<file path="config.mk">
export PLATFORM = sky130hd
export DESIGN_NAME = sha256_msg_sched
export DESIGN_NICKNAME = d
export VERILOG_FILES = /design/src/rtl/sha256_pkg.sv /design/src/rtl/sha256_small_sigma.sv /design/src/rtl/sha256_msg_sched.sv
export SDC_FILE = /design/constraint.sdc
export NUM_CORES = 1
export LEC_CHECK = 0
export CAP_MARGIN = 20
export CELL_PAD_IN_SITES_DETAIL_PLACEMENT = 0
export CELL_PAD_IN_SITES_GLOBAL_PLACEMENT = 1
export CORE_MARGIN = 3
export CORE_UTILIZATION = 42
export DETAILED_ROUTE_END_ITERATION = 8
export PLACE_DENSITY_LB_ADDON = 0.25
export SETUP_SLACK_MARGIN = 0.02
export SLEW_MARGIN = 10
export SYNTH_ARGS = -nofsm -noshare
export SYNTH_HDL_FRONTEND = slang
export SYNTH_SLANG_ARGS = --single-unit
export TNS_END_PERCENT = 5
</file>
<file path="constraint.sdc">
create_clock -name clk -period 11.87 [get_ports clk]
set_clock_uncertainty 0.15 [all_clocks]
set_input_delay 1.7805 -clock clk [delete_from_list [all_inputs] [get_ports clk]]
set_output_delay 1.7805 -clock clk [all_outputs]
set_load 0.03 [all_outputs]
</file>
<file path="src/rtl/sha256_pkg.sv">
// Shared types and constants for the SHA-256 message-schedule expander.
// Holds the word type, block geometry, default round count and FSM states.
package sha256_pkg;

    localparam int BLOCK_W        = 512;
    localparam int ROUNDS_DEFAULT = 64;
    localparam int WIN_DEPTH      = 16;

    typedef logic [31:0] word_t;

    typedef enum logic {
        IDLE   = 1'b0,
        STREAM = 1'b1
    } state_t;

    // Big-endian word extraction: word 0 is the most significant 32 bits.
    function automatic word_t block_word(input logic [BLOCK_W-1:0] blk, input int idx);
        return blk[BLOCK_W-1-idx*32 -: 32];
    endfunction

endpackage

</file>
<file path="src/rtl/sha256_small_sigma.sv">
// SHA-256 small-sigma: rotr(x,R1) ^ rotr(x,R2) ^ shr(x,S), purely combinational.
// (7,18,3) gives sigma0 and (17,19,10) gives sigma1.
module sha256_small_sigma #(
    parameter int R1 = 7,
    parameter int R2 = 18,
    parameter int S  = 3
) (
    input  logic [31:0] x,
    output logic [31:0] y
);

    logic [31:0] rot1;
    logic [31:0] rot2;
    logic [31:0] shr;

    assign rot1 = (x >> R1) | (x << (32 - R1));
    assign rot2 = (x >> R2) | (x << (32 - R2));
    assign shr  = x >> S;
    assign y    = rot1 ^ rot2 ^ shr;

endmodule

</file>
<file path="src/rtl/sha256_msg_sched.sv">
// Sequential SHA-256 message-schedule expander: loads one 512-bit block, streams W[0..ROUNDS-1].
// Optional macro SHA256_SCHED_PREFETCH_EN allows zero-bubble back-to-back blocks.
module sha256_msg_sched
    import sha256_pkg::*;
#(
    parameter int ROUNDS = ROUNDS_DEFAULT,
    parameter int WORD_W = 32
) (
    input  logic               clk,
    input  logic               rst_n,
    input  logic               blk_valid,
    output logic               blk_ready,
    input  logic [BLOCK_W-1:0] blk_data,
    output logic               w_valid,
    input  logic               w_ready,
    output logic [WORD_W-1:0]  w_data,
    output logic [5:0]         w_index,
    output logic               w_last,
    output state_t             state_dbg
);

    localparam logic [5:0] LAST_T = 6'(ROUNDS - 1);

    state_t            state;
    state_t            state_next;
    logic [WORD_W-1:0] win [WIN_DEPTH];
    logic [5:0]        t;
    logic              at_last;
    logic              w_fire;
    logic              blk_fire;
    logic              load;
    logic              shift;
    logic              clear_t;
    logic [WORD_W-1:0] s0;
    logic [WORD_W-1:0] s1;
    logic [WORD_W-1:0] new_word;

    sha256_small_sigma #(.R1(7),  .R2(18), .S(3))  u_sigma0 (.x(win[1]),  .y(s0));
    sha256_small_sigma #(.R1(17), .R2(19), .S(10)) u_sigma1 (.x(win[14]), .y(s1));

    assign new_word = s1 + win[9] + s0 + win[0];

    // Handshakes: a transfer happens on a rising edge where valid && ready; a valid
    // source holds its payload stable until that edge, and ready may depend on state.
    assign at_last   = (t == LAST_T);
    assign w_valid   = (state == STREAM);
    assign w_data    = win[0];
    assign w_index   = t;
    assign w_last    = (state == STREAM) && at_last;
    assign state_dbg = state;
`ifdef SHA256_SCHED_PREFETCH_EN
    // Ready for the next block only when this cycle's final word is being taken.
    assign blk_ready = (state == IDLE) || ((state == STREAM) && at_last && w_ready);
`else
    assign blk_ready = (state == IDLE);
`endif
    assign w_fire    = w_valid && w_ready;
    assign blk_fire  = blk_valid && blk_ready;

    always_comb begin
        state_next = state;
        load       = 1'b0;
        shift      = 1'b0;
        clear_t    = 1'b0;
        case (state)
            IDLE: begin
                if (blk_fire) begin
                    load       = 1'b1;
                    state_next = STREAM;
                end
            end
            STREAM: begin
                if (w_fire) begin
                    if (!at_last) begin
                        shift = 1'b1;
                    end else begin
`ifdef SHA256_SCHED_PREFETCH_EN
                        if (blk_fire) begin
                            load = 1'b1;
                        end else begin
                            state_next = IDLE;
                            clear_t    = 1'b1;
                        end
`else
                        state_next = IDLE;
                        clear_t    = 1'b1;
`endif
                    end
                end
            end
            default: begin
                state_next = IDLE;
            end
        endcase
    end

    always_ff @(posedge clk) begin
        if (!rst_n) begin
            state <= IDLE;
        end else begin
            state <= state_next;
        end
    end

    // Window always holds W[t..t+15]; the shift runs for every accepted word.
    always_ff @(posedge clk) begin
        if (!rst_n) begin
            for (int i = 0; i < WIN_DEPTH; i++) begin
                win[i] <= '0;
            end
            t <= '0;
        end else if (load) begin
            for (int i = 0; i < WIN_DEPTH; i++) begin
                win[i] <= block_word(blk_data, i);
            end
            t <= '0;
        end else if (shift) begin
            for (int i = 0; i < WIN_DEPTH - 1; i++) begin
                win[i] <= win[i+1];
            end
            win[WIN_DEPTH-1] <= new_word;
            t                <= t + 6'd1;
        end else if (clear_t) begin
            t <= '0;
        end
    end

endmodule

</file>
==> reports/metrics.csv, run 1 <==
metric,value,unit
status,"finished, final reports clean",
yosys_warnings,0,
firstDrtPassIters,5,
post-route-period-util,0.426,
port_buffers,557,
postCtsHoldBufs,0,
tritoncts,yes,
die-area,63100,µm²
hold_viol,0,
htreeDepth,2,
place_congestion,0.911,
maxCapViolCount,0,
die_width,251,µm
drive_above_1_share,0.0505,
grt_pass1_wl,122000,µm
p_leak,12.8,nW
overflow,0,
grt_usage,0.270,
crit_end,win[15][22],
total_power,0.00638,W
drt-met1-wl,34800,µm
synth_top_area_cell,edfxtp_1,
cts_num_sinks,519,
rows,89,
grt_start_max_net_pins,243,
syn_inst,1768,
peakVddDrop,0.000153,V
r2r_end,win[15][22],
ys_seq_area_frac,0.615,
ys_types,59,
clk_pin_slew,0.06,ns
wl_met2,41300,µm
finalSetupViolations,0,
ant_nets,0,
cts_inserted_buffers,54,
critPathCaptureType,flop,
r2r_start,win[1][12],
grt_pass1_vias,17300,
synth_edf_count,512,
ioPinCount,558,
dr_wl_met3,8700,µm
route.detailed.drc,0,
path_class,reg -> reg,
final_util,0.560,
yosysTopAreaCellShare,0.609,
syn2layout_area_growth,31.4,%
synth_area_leaders,"edfxtp_1 61%, a22o_1 17%, fa_1 4.9%",
hpwlAfterDp,66600,µm
routed.top_layer,met5,
post_cts_buffers,0,
wl,88200,µm
ys.flop_type,edfxtp_1,
setup.worst_path.start,win[1][12],
clock_latency,0.62,ns
cp.required,12.06,ns
via_per_inst,5.66,
worstMarginPinSlew,1.13,ns
cp_data_arrival_time,5.24,ns
tns,0,ns
wire_per_inst,28.4,µm
synth.avg_cell_area,14.3,µm²
regToRegSetupSlack,6.81,ns
powerDensity,192,nW/µm²
synth-seq-cells,519,
start_util,0.426,
num-nets-final,2883,
clock_tree.root_cell,clkbuf_16,
cp_max_fo,5,
vias,17600,
die_h,251,µm
whs,0.378,ns
core-area,59200,µm²
drtIter0Drc,1543,
hold_path.class,reg -> reg,
cts_resized,0,
relSlewSlack,0.248,
rsz0062_at_grt,no,
clk_path_buf_depth,3,
synth-async-reset-ratio,0,
synth_fp_nets,2378,
max_freq,198,MHz
antenna_found_initial,24,
r2r_cells,15,
syn_area,25200,µm²
period_needed,5.06,ns
cp-start-kind,flop,
slew_violations,0,
[worst min-delay path by stage]
stage	endpoint	slack (ns)	cells after the start	from
after detailed placement	win[9][21]	0.37	1	win[10][21]
after CTS	win[7][25]	0.38	1	win[8][25]
after global routing	win[9][6]	0.39	1	win[10][6]
after global placement	win[5][29]	0.37	1	win[6][29]
final	w_index[1]	0.38	2	w_index[1]
after floorplan	win[1][0]	0.36	1	win[2][0]
[worst max-delay path, cell delays in order, from the launching register on]
cell and delay (ns):
edfxtp_1 0.55, xnor2_1 0.23, xnor2_1 0.42, fa_1 0.50
inv_1 0.08, fa_1 0.40, inv_1 0.06, ha_1 0.28
a21oi_1 0.37, o211ai_2 0.22, a31o_2 0.32, nand4_1 0.17
nand2_1 0.17, a21boi_0 0.26, xor2_1 0.45, o21ai_0 0.13
[final cells by class]
class                           instances  area [µm²]
Clock buffer                           64        1410
Multi-Input combinational cell        979        8620
Timing Repair Buffer                  572        5730
Clock inverter                         38         343
Antenna cell                           16        40.0
Fill cell                            4941       26100
Tap cell                              773         967
Inverter                              147         552
Sequential cell                       519       15500
[cell usage in the layout (no fill, tap or decap), types with 27 or more instances in the layout]
| cell type | synthesis | routed |
|---|---|---|
| ha_1 | 32 | 32 |
| fa_1 | 62 | 62 |
| inv_1 | 147 | 147 |
| a21oi_1 | 27 | 27 |
| edfxtp_1 | 512 | 512 |
| clkbuf_16 | 0 | 55 |
| nand2_1 | 68 | 68 |
| clkdlybuf4s50_1 | 0 | 557 |
| xor2_1 | 32 | 32 |
| o21ai_0 | 39 | 39 |
| xnor2_1 | 119 | 119 |
| a22o_1 | 483 | 483 |
[power breakdown]
| part | total [W] | leakage [nW] | internal [W] | switching, W |
|---|---|---|---|---|
| registers | 0.00239 | 5.64 | 0.00224 | 0.000152 |
| logic | 0.00230 | 6.31 | 0.000912 | 0.00139 |
| clock network | 0.00169 | 0.862 | 0.000944 | 0.000746 |
[cell families (layout without fill, tap and decap cells)]
logic type               count (synthesis)  in the layout  synth area share
buffers and inverters                  270            821            0.0458
adder cells (fa/ha/maj)                 94             94            0.0650
XOR/XNOR                               151            151            0.0524
AND/OR/NAND/NOR                        139            139            0.0264
flip-flops                             519            519             0.615
multiplexers                             1              1          0.000397
AO/OA/AOI/OAI                          594            594             0.195
other                                    0             16                 0
[metrics by stage]
step | instance area [µm²] | std cells | setup WS [ns]
6_report | 33200 | 3108 | 6.81
3_5_place_dp | 31400 | 2989 | 6.21
4_1_cts | 33100 | 3091 | 6.83
3_3_place_gp | 31400 | 2989 | 6.28
5_1_grt | 33200 | 3104 | 6.61
2_1_floorplan | 25200 | 1768 | 2.24
[sequential cells by signal (all words and copies together), names as in the netlist]
signal,flops
win,512
w_index,6
state_dbg,1
[synthesized netlist by cell type (all sizes together) (2+ instances only)]
library cell    n
a21boi          2
dfxtp           7
xnor2         119
buf            74
edfxtp        512
a31oi           6
nor2b           4
o211ai          6
and3            6
xor2           32
a22o          483
and2            7
o21ai          41
o41ai           3
nor3            3
and4            2
clkbuf         49
inv           147
nand2b          2
nand4          10
a311oi          3
o21a            3
nand2          68
o21bai          3
nand3          15
fa             62
nor2           19
a21o            7
a21oi          28
ha             32
[layer usage]
| metal | global-route usage | vias up |
|---|---|---|
| li1 | - | 7853 |
| met1 | 0.347 | 8743 |
| met2 | 0.428 | 841 |
| met3 | 0.0860 | 140 |
| met4 | 0.104 | 16 |
| met5 | 0 | - |
(Power assumes the default switching activity.)
==> inputs of run 2 (changes only) <==
- clock period: 11.87 -> 4.8 ns (I/O delays scaled with it)
==> reports/metrics.csv, run 2 (synthesized netlist as in run 1, its figures left out) <==
metric,value,unit,change
status,"finished, final reports clean",,
register_area,15500,µm²,unchanged
r2r_cells,15,,unchanged
setup.worst_path.start,win[1][10],,
overflow,0,,unchanged
hpwlAfterDp,69900,µm,+4.9%
grt_start_max_net_pins,161,,-34%
clock_latency,0.62,ns,about the same
worstMarginPinSlew,0.953,ns,-0.175 ns
cts_inserted_buffers,55,,+1.9%
holdCritStartpoint,w_index[1],,
cp-start-kind,flop,,
final_util,0.569,,+0.00864
grtUsageMet3,0.0736,,-0.0124
core-area,59200,µm²,unchanged
total_power,0.0162,W,+150%
p_sw_frac,0.352,,-0.00638
busiest_layer,met2,,
r2r_start,win[1][10],,
tns,0,ns,unchanged
cts_num_sinks,519,,unchanged
final_common_cell,clkdlybuf4s50_1,,
antenna_found_initial,20,,-17%
cp_data_arrival_time,4.83,ns,-0.41 ns
die-area,63100,µm²,unchanged
p_comb_frac,0.367,,+0.006
htreeDepth,2,,unchanged
syn2layout_area_growth,33.4,%,
vias,17800,,+1.1%
p_int,0.0105,W,+160%
cp_max_fo,4,,-1
period_needed,4.65,ns,-0.410 ns
maxCapViolCount,0,,unchanged
hold_viol,0,,unchanged
use_met1,0.368,,+0.0206
start_util,0.426,,unchanged
largest_reg_flops,512,,unchanged
max_freq,215,MHz,+8.8%
grt_pass1_vias,17600,,+1.5%
gr-usage-met2,0.457,,+0.0288
via_per_inst,5.66,,about the same
pwr-share-seq,0.361,,-0.013
post-route-period-util,0.968,,+0.542
fill_cells,4956,,+0.30%
die_width,251,µm,unchanged
finalSetupViolations,0,,unchanged
critPathCaptureType,flop,,
clock_tree.root_cell,clkbuf_16,,
grt_pass1_wl,125000,µm,+2.7%
cp.required,4.98,ns,-7.08 ns
grt_usage,0.279,,+0.00885
powerDensity,480,nW/µm²,+150%
p_leak,13.1,nW,+2.0%
num-nets-final,2921,,+1.3%
relSlewSlack,0.365,,+0.117
port_buffers,557,,unchanged
ioPinCount,558,,unchanged
clk_path_buf_depth,3,,unchanged
place_congestion,0.947,,+3.9%
hold_path.class,reg -> reg,,
slew_violations,0,,unchanged
rows,89,,unchanged
tritoncts,yes,,
power_switching,0.00569,W,+150%
wl,91000,µm,+3.2%
clk_pin_slew,0.06,ns,about the same
layout_common_cells,"557 x clkdlybuf4s50_1, 512 x edfxtp_1, 483 x a22o_1",,
rsz0062_at_grt,no,,
regToRegSetupSlack,0.15,ns,-6.66 ns
wire_per_inst,29.0,µm,+2.1%
ant_nets,0,,unchanged
firstDrtPassIters,5,,unchanged
die_h,251,µm,unchanged
power.share.clock,0.271,,+0.006
route.detailed.drc,0,,unchanged
peakVddDrop,0.000291,V,+91%
drive_above_1_share,0.0646,,+0.0142
hold_depth,2,,unchanged
drtIter0Drc,1762,,+14%
largest-register,win,,
path_class,reg -> reg,,
multiInputGateArea,8620,µm²,about the same
[run 2: cell types whose count changed in the layout (fill, tap and decap cells not counted), sizes merged]
cell      previous run  this run
clkinv              29        24
inv                150       147
clkbuf              64        62
clkinvlp             2         4
buf                 15        52
bufinv               4         8
[run 2: final timing paths]
kind / to
worst max-delay path: win[15][17]
worst min-delay path: w_index[1]
worst max register to register: win[15][17]
worst min register to register: w_index[1]
[run 2: repair_timing]
| item | 4_1_cts | 5_1_grt |
|---|---|---|
| resized for setup | 0 | 1 |
| hold endpoints to repair | 0 | 0 |
| buffers inserted | 0 | 4 |
| endpoints found under the setup margin | 0 | 4 |
| hold buffers | 0 | 0 |
[run 2: layout make-up]
type                    count  share of cell area
clock buffers              62              0.0416
clock inverters            36              0.0124
multi-input cells         979               0.256
inverters                 147              0.0164
diodes                     16             0.00119
flip-flops and latches    519               0.461
well taps                 773              0.0287
repair buffers            609               0.183
[run 2: power by group through the flow]
stage / clock [W] / combinational, W / sequential, W
global route: 0.00460 / 0.00637 / 0.00587
detailed placement: 0 / 0.00577 / 0.00593
CTS: 0.00444 / 0.00583 / 0.00584
finish: 0.00438 / 0.00593 / 0.00584
global placement: 0 / 0.00576 / 0.00592
floorplan: 0 / 0.00361 / 0.00585
[run 2: metal layers]
metal  part of all wire  wire, µm
met1               0.40     36600
met2               0.48     43700
met3              0.090      8170
met4              0.026      2390
met5             0.0011       103
[run 2: metrics by stage]
stage                     area [µm²]  worst slack, ns  hold slack (ns)  std cells
after detailed placement       31800            0.189            0.352       3023
after floorplan                25300           -0.655            0.362       1768
final                          33700            0.152            0.362       3141
after global routing           33700           0.0315            0.388       3134
after CTS                      33600            0.162            0.362       3121
after global placement         31800            0.240            0.352       3023
[run 2: critical path, stage by stage (launching register included)]
cell	delay [ns]
edfxtp_1	0.48
xnor2_1	0.35
xnor2_1	0.20
fa_1	0.51
inv_1	0.05
fa_1	0.47
inv_1	0.04
ha_1	0.34
nor2b_4	0.16
o211ai_1	0.27
a311o_1	0.31
nand3_2	0.15
and2_2	0.25
a311oi_1	0.33
xor2_1	0.18
o21ai_0	0.11
==> inputs of run 3 (changes only) <==
- ABC_AREA: default -> 1
- CORE_UTILIZATION: 42 -> 40
==> reports/metrics.csv, run 3 <==
metric,value,unit,change
cp.required,4.99,ns,about the same
hpwlAfterDp,81300,µm,+16%
drive_above_1_share,0.0379,,-0.0268
grt_start_max_net_pins,121,,-25%
postCtsHoldBufs,0,,unchanged
yosysTopAreaCellShare,0.562,,-0.0470
path_class,reg -> reg,,
relSlewSlack,0.433,,+0.0688
vias,21300,,+19%
ys_seq_area_frac,0.567,,-0.0474
antenna_found_initial,6,,-70%
final_common_cell,inv_1,,
synth_commonest_cells,"626 x inv_1, 568 x nand2_1, 512 x edfxtp_1",,
ys.flop_type,edfxtp_1,,
cp_data_arrival_time,4.77,ns,-0.06 ns
synth.avg_cell_area,10.1,µm²,-29%
whs,0.373,ns,+0.0111 ns
cp_max_fo,4,,unchanged
max_freq,219,MHz,+1.7%
hold_viol,0,,unchanged
syn_inst,2700,,+53%
start_util,0.405,,-0.0209
via_per_inst,5.12,,-9.6%
grt_pass1_vias,21100,,+20%
powerDensity,456,nW/µm²,-5.0%
ant_nets,0,,unchanged
power_switching,0.00626,W,+10%
overflow,0,,unchanged
finalSetupViolations,0,,unchanged
worstMarginPinSlew,0.841,ns,-0.112 ns
clock_tree.root_cell,clkbuf_16,,
htreeDepth,2,,unchanged
die_h,268,µm,+6.5%
yosys_warnings,0,,unchanged
firstDrtPassIters,5,,unchanged
largest-register,win,,
total_power,0.0162,W,+0.35%
port_buffers,557,,unchanged
post-route-period-util,0.953,,-0.0157
synth_fp_nets,3310,,+39%
peakVddDrop,0.000258,V,-11%
cts_resized,0,,unchanged
grt_usage,0.284,,+0.00514
hold_path.class,reg -> reg,,
synth_edf_count,512,,unchanged
die-area,71600,µm²,+13%
syn_area,27400,µm²,+8.4%
cts_inserted_buffers,55,,unchanged
cts_num_sinks,519,,unchanged
slew_violations,0,,unchanged
ys_types,36,,-39%
register_area,15500,µm²,unchanged
rsz0062_at_grt,no,,
maxCapViolCount,0,,unchanged
critPathCaptureType,flop,,
tns,0,ns,unchanged
power.share.clock,0.252,,-0.019
drtIter0Drc,2267,,+29%
p_sw_frac,0.386,,+0.0339
final_area,35600,µm²,+5.6%
syn2layout_area_growth,30.0,%,
regToRegSetupSlack,0.23,ns,+0.08 ns
clk_pin_slew,0.06,ns,about the same
p_comb_frac,0.385,,+0.018
die_width,268,µm,+6.5%
num-nets-final,3842,,+32%
rows,95,,+6.7%
p_leak,15.3,nW,+17%
synth-seq-cells,519,,unchanged
synth-async-reset-ratio,0,,unchanged
synth_most_common_cell,inv_1,,
post_cts_buffers,0,,unchanged
pwr-share-seq,0.363,,+0.002
grt_pass1_wl,145000,µm,+16%
p_int,0.00995,W,-4.9%
largest_reg_flops,512,,unchanged
core-area,67500,µm²,+14%
synth_area_leaders,"edfxtp_1 56%, inv_1 8.6%, nand2_1 7.8%",,
status,"finished, final reports clean",,
wl,104000,µm,+15%
wire_per_inst,25.1,µm,-13%
cp-start-kind,flop,,
placed_area,33900,µm²,+6.6%
clk_path_buf_depth,3,,unchanged
multiInputGateArea,8870,µm²,+2.8%
synth_top_area_cell,edfxtp_1,,
ioPinCount,558,,unchanged
route.detailed.drc,0,,unchanged
layout_common_cells,"626 x inv_1, 565 x nand2_1, 557 x clkdlybuf4s50_1",,
tritoncts,yes,,
place_congestion,1.02,,+7.9%
fill_cells,6029,,+22%
period_needed,4.57,ns,-0.0756 ns
final_util,0.527,,-0.0418
clock_latency,0.63,ns,about the same
## run 3: logic make-up (layout without fill, tap and decap cells)
family                     Yosys count  after routing  share of synthesized area
AOI/OAI and AO/OA                  535            535                      0.123
other                                0              2                          0
adders and majority gates           94             94                     0.0600
buffers and inverters              743           1319                      0.111
xor gates and xnor gates           131            131                     0.0419
and+or+nand+nor                    678            678                     0.0977
DFF                                519            519                      0.567
## run 3: power by group through the flow
stage | Sequential [W] | Clock [W] | Combinational, W
4_1_cts | 0.00588 | 0.00413 | 0.00617
6_report | 0.00589 | 0.00408 | 0.00625
5_1_grt | 0.00591 | 0.00430 | 0.00689
3_5_place_dp | 0.00597 | 0 | 0.00611
2_1_floorplan | 0.00587 | 0 | 0.00374
3_3_place_gp | 0.00597 | 0 | 0.00618
## run 3: per-stage QoR
step	std cells	setup slack, ns
global route	4151	0.0961
floorplan	2700	-1.46
CTS	4147	0.282
detailed placement	4046	0.299
finish	4151	0.228
global placement	4046	0.297
## run 3: cell type report
| class | count | area share |
|---|---|---|
| repair buffers | 591 | 0.170 |
| clock inverters | 33 | 0.00696 |
| diodes | 2 | 0.000141 |
| inverters | 627 | 0.0664 |
| flip-flops and latches | 519 | 0.436 |
| clock buffers | 68 | 0.0401 |
| well taps | 873 | 0.0307 |
| multi-input cells | 1438 | 0.249 |
## run 3: worst paths after layout
kind,from,to,cells past startpoint
worst min-delay path,win[5][3],win[4][3],2
worst max-delay path,win[14][20],win[15][14],16
worst max register to register,win[14][20],win[15][14],16
worst min register to register,win[5][3],win[4][3],2
## run 3: critical path, stage by stage (launching register included)
cell and delay [ns]:
edfxtp_1 0.56, xnor2_1 0.25, xor2_1 0.39, inv_1 0.14
fa_1 0.52, inv_1 0.05, fa_1 0.49, inv_1 0.05
ha_1 0.40, nand2_1 0.17, inv_1 0.07, nand2_1 0.13
inv_1 0.05, a21oi_1 0.13, nand2_1 0.16, o21ai_0 0.49
nand2_1 0.09
## run 3: per-layer routing
| metal | share of wire | wire [µm] | GRT usage | vias to the layer above |
|---|---|---|---|---|
| met1 | 0.41 | 43100 | 0.381 | 10300 |
| met4 | 0.033 | 3390 | 0.0847 | 6 |
| li1 | - | - | - | 9864 |
| met3 | 0.068 | 7110 | 0.0435 | 137 |
| met2 | 0.49 | 50700 | 0.477 | 915 |
| met5 | 0.00037 | 39 | 0 | - |
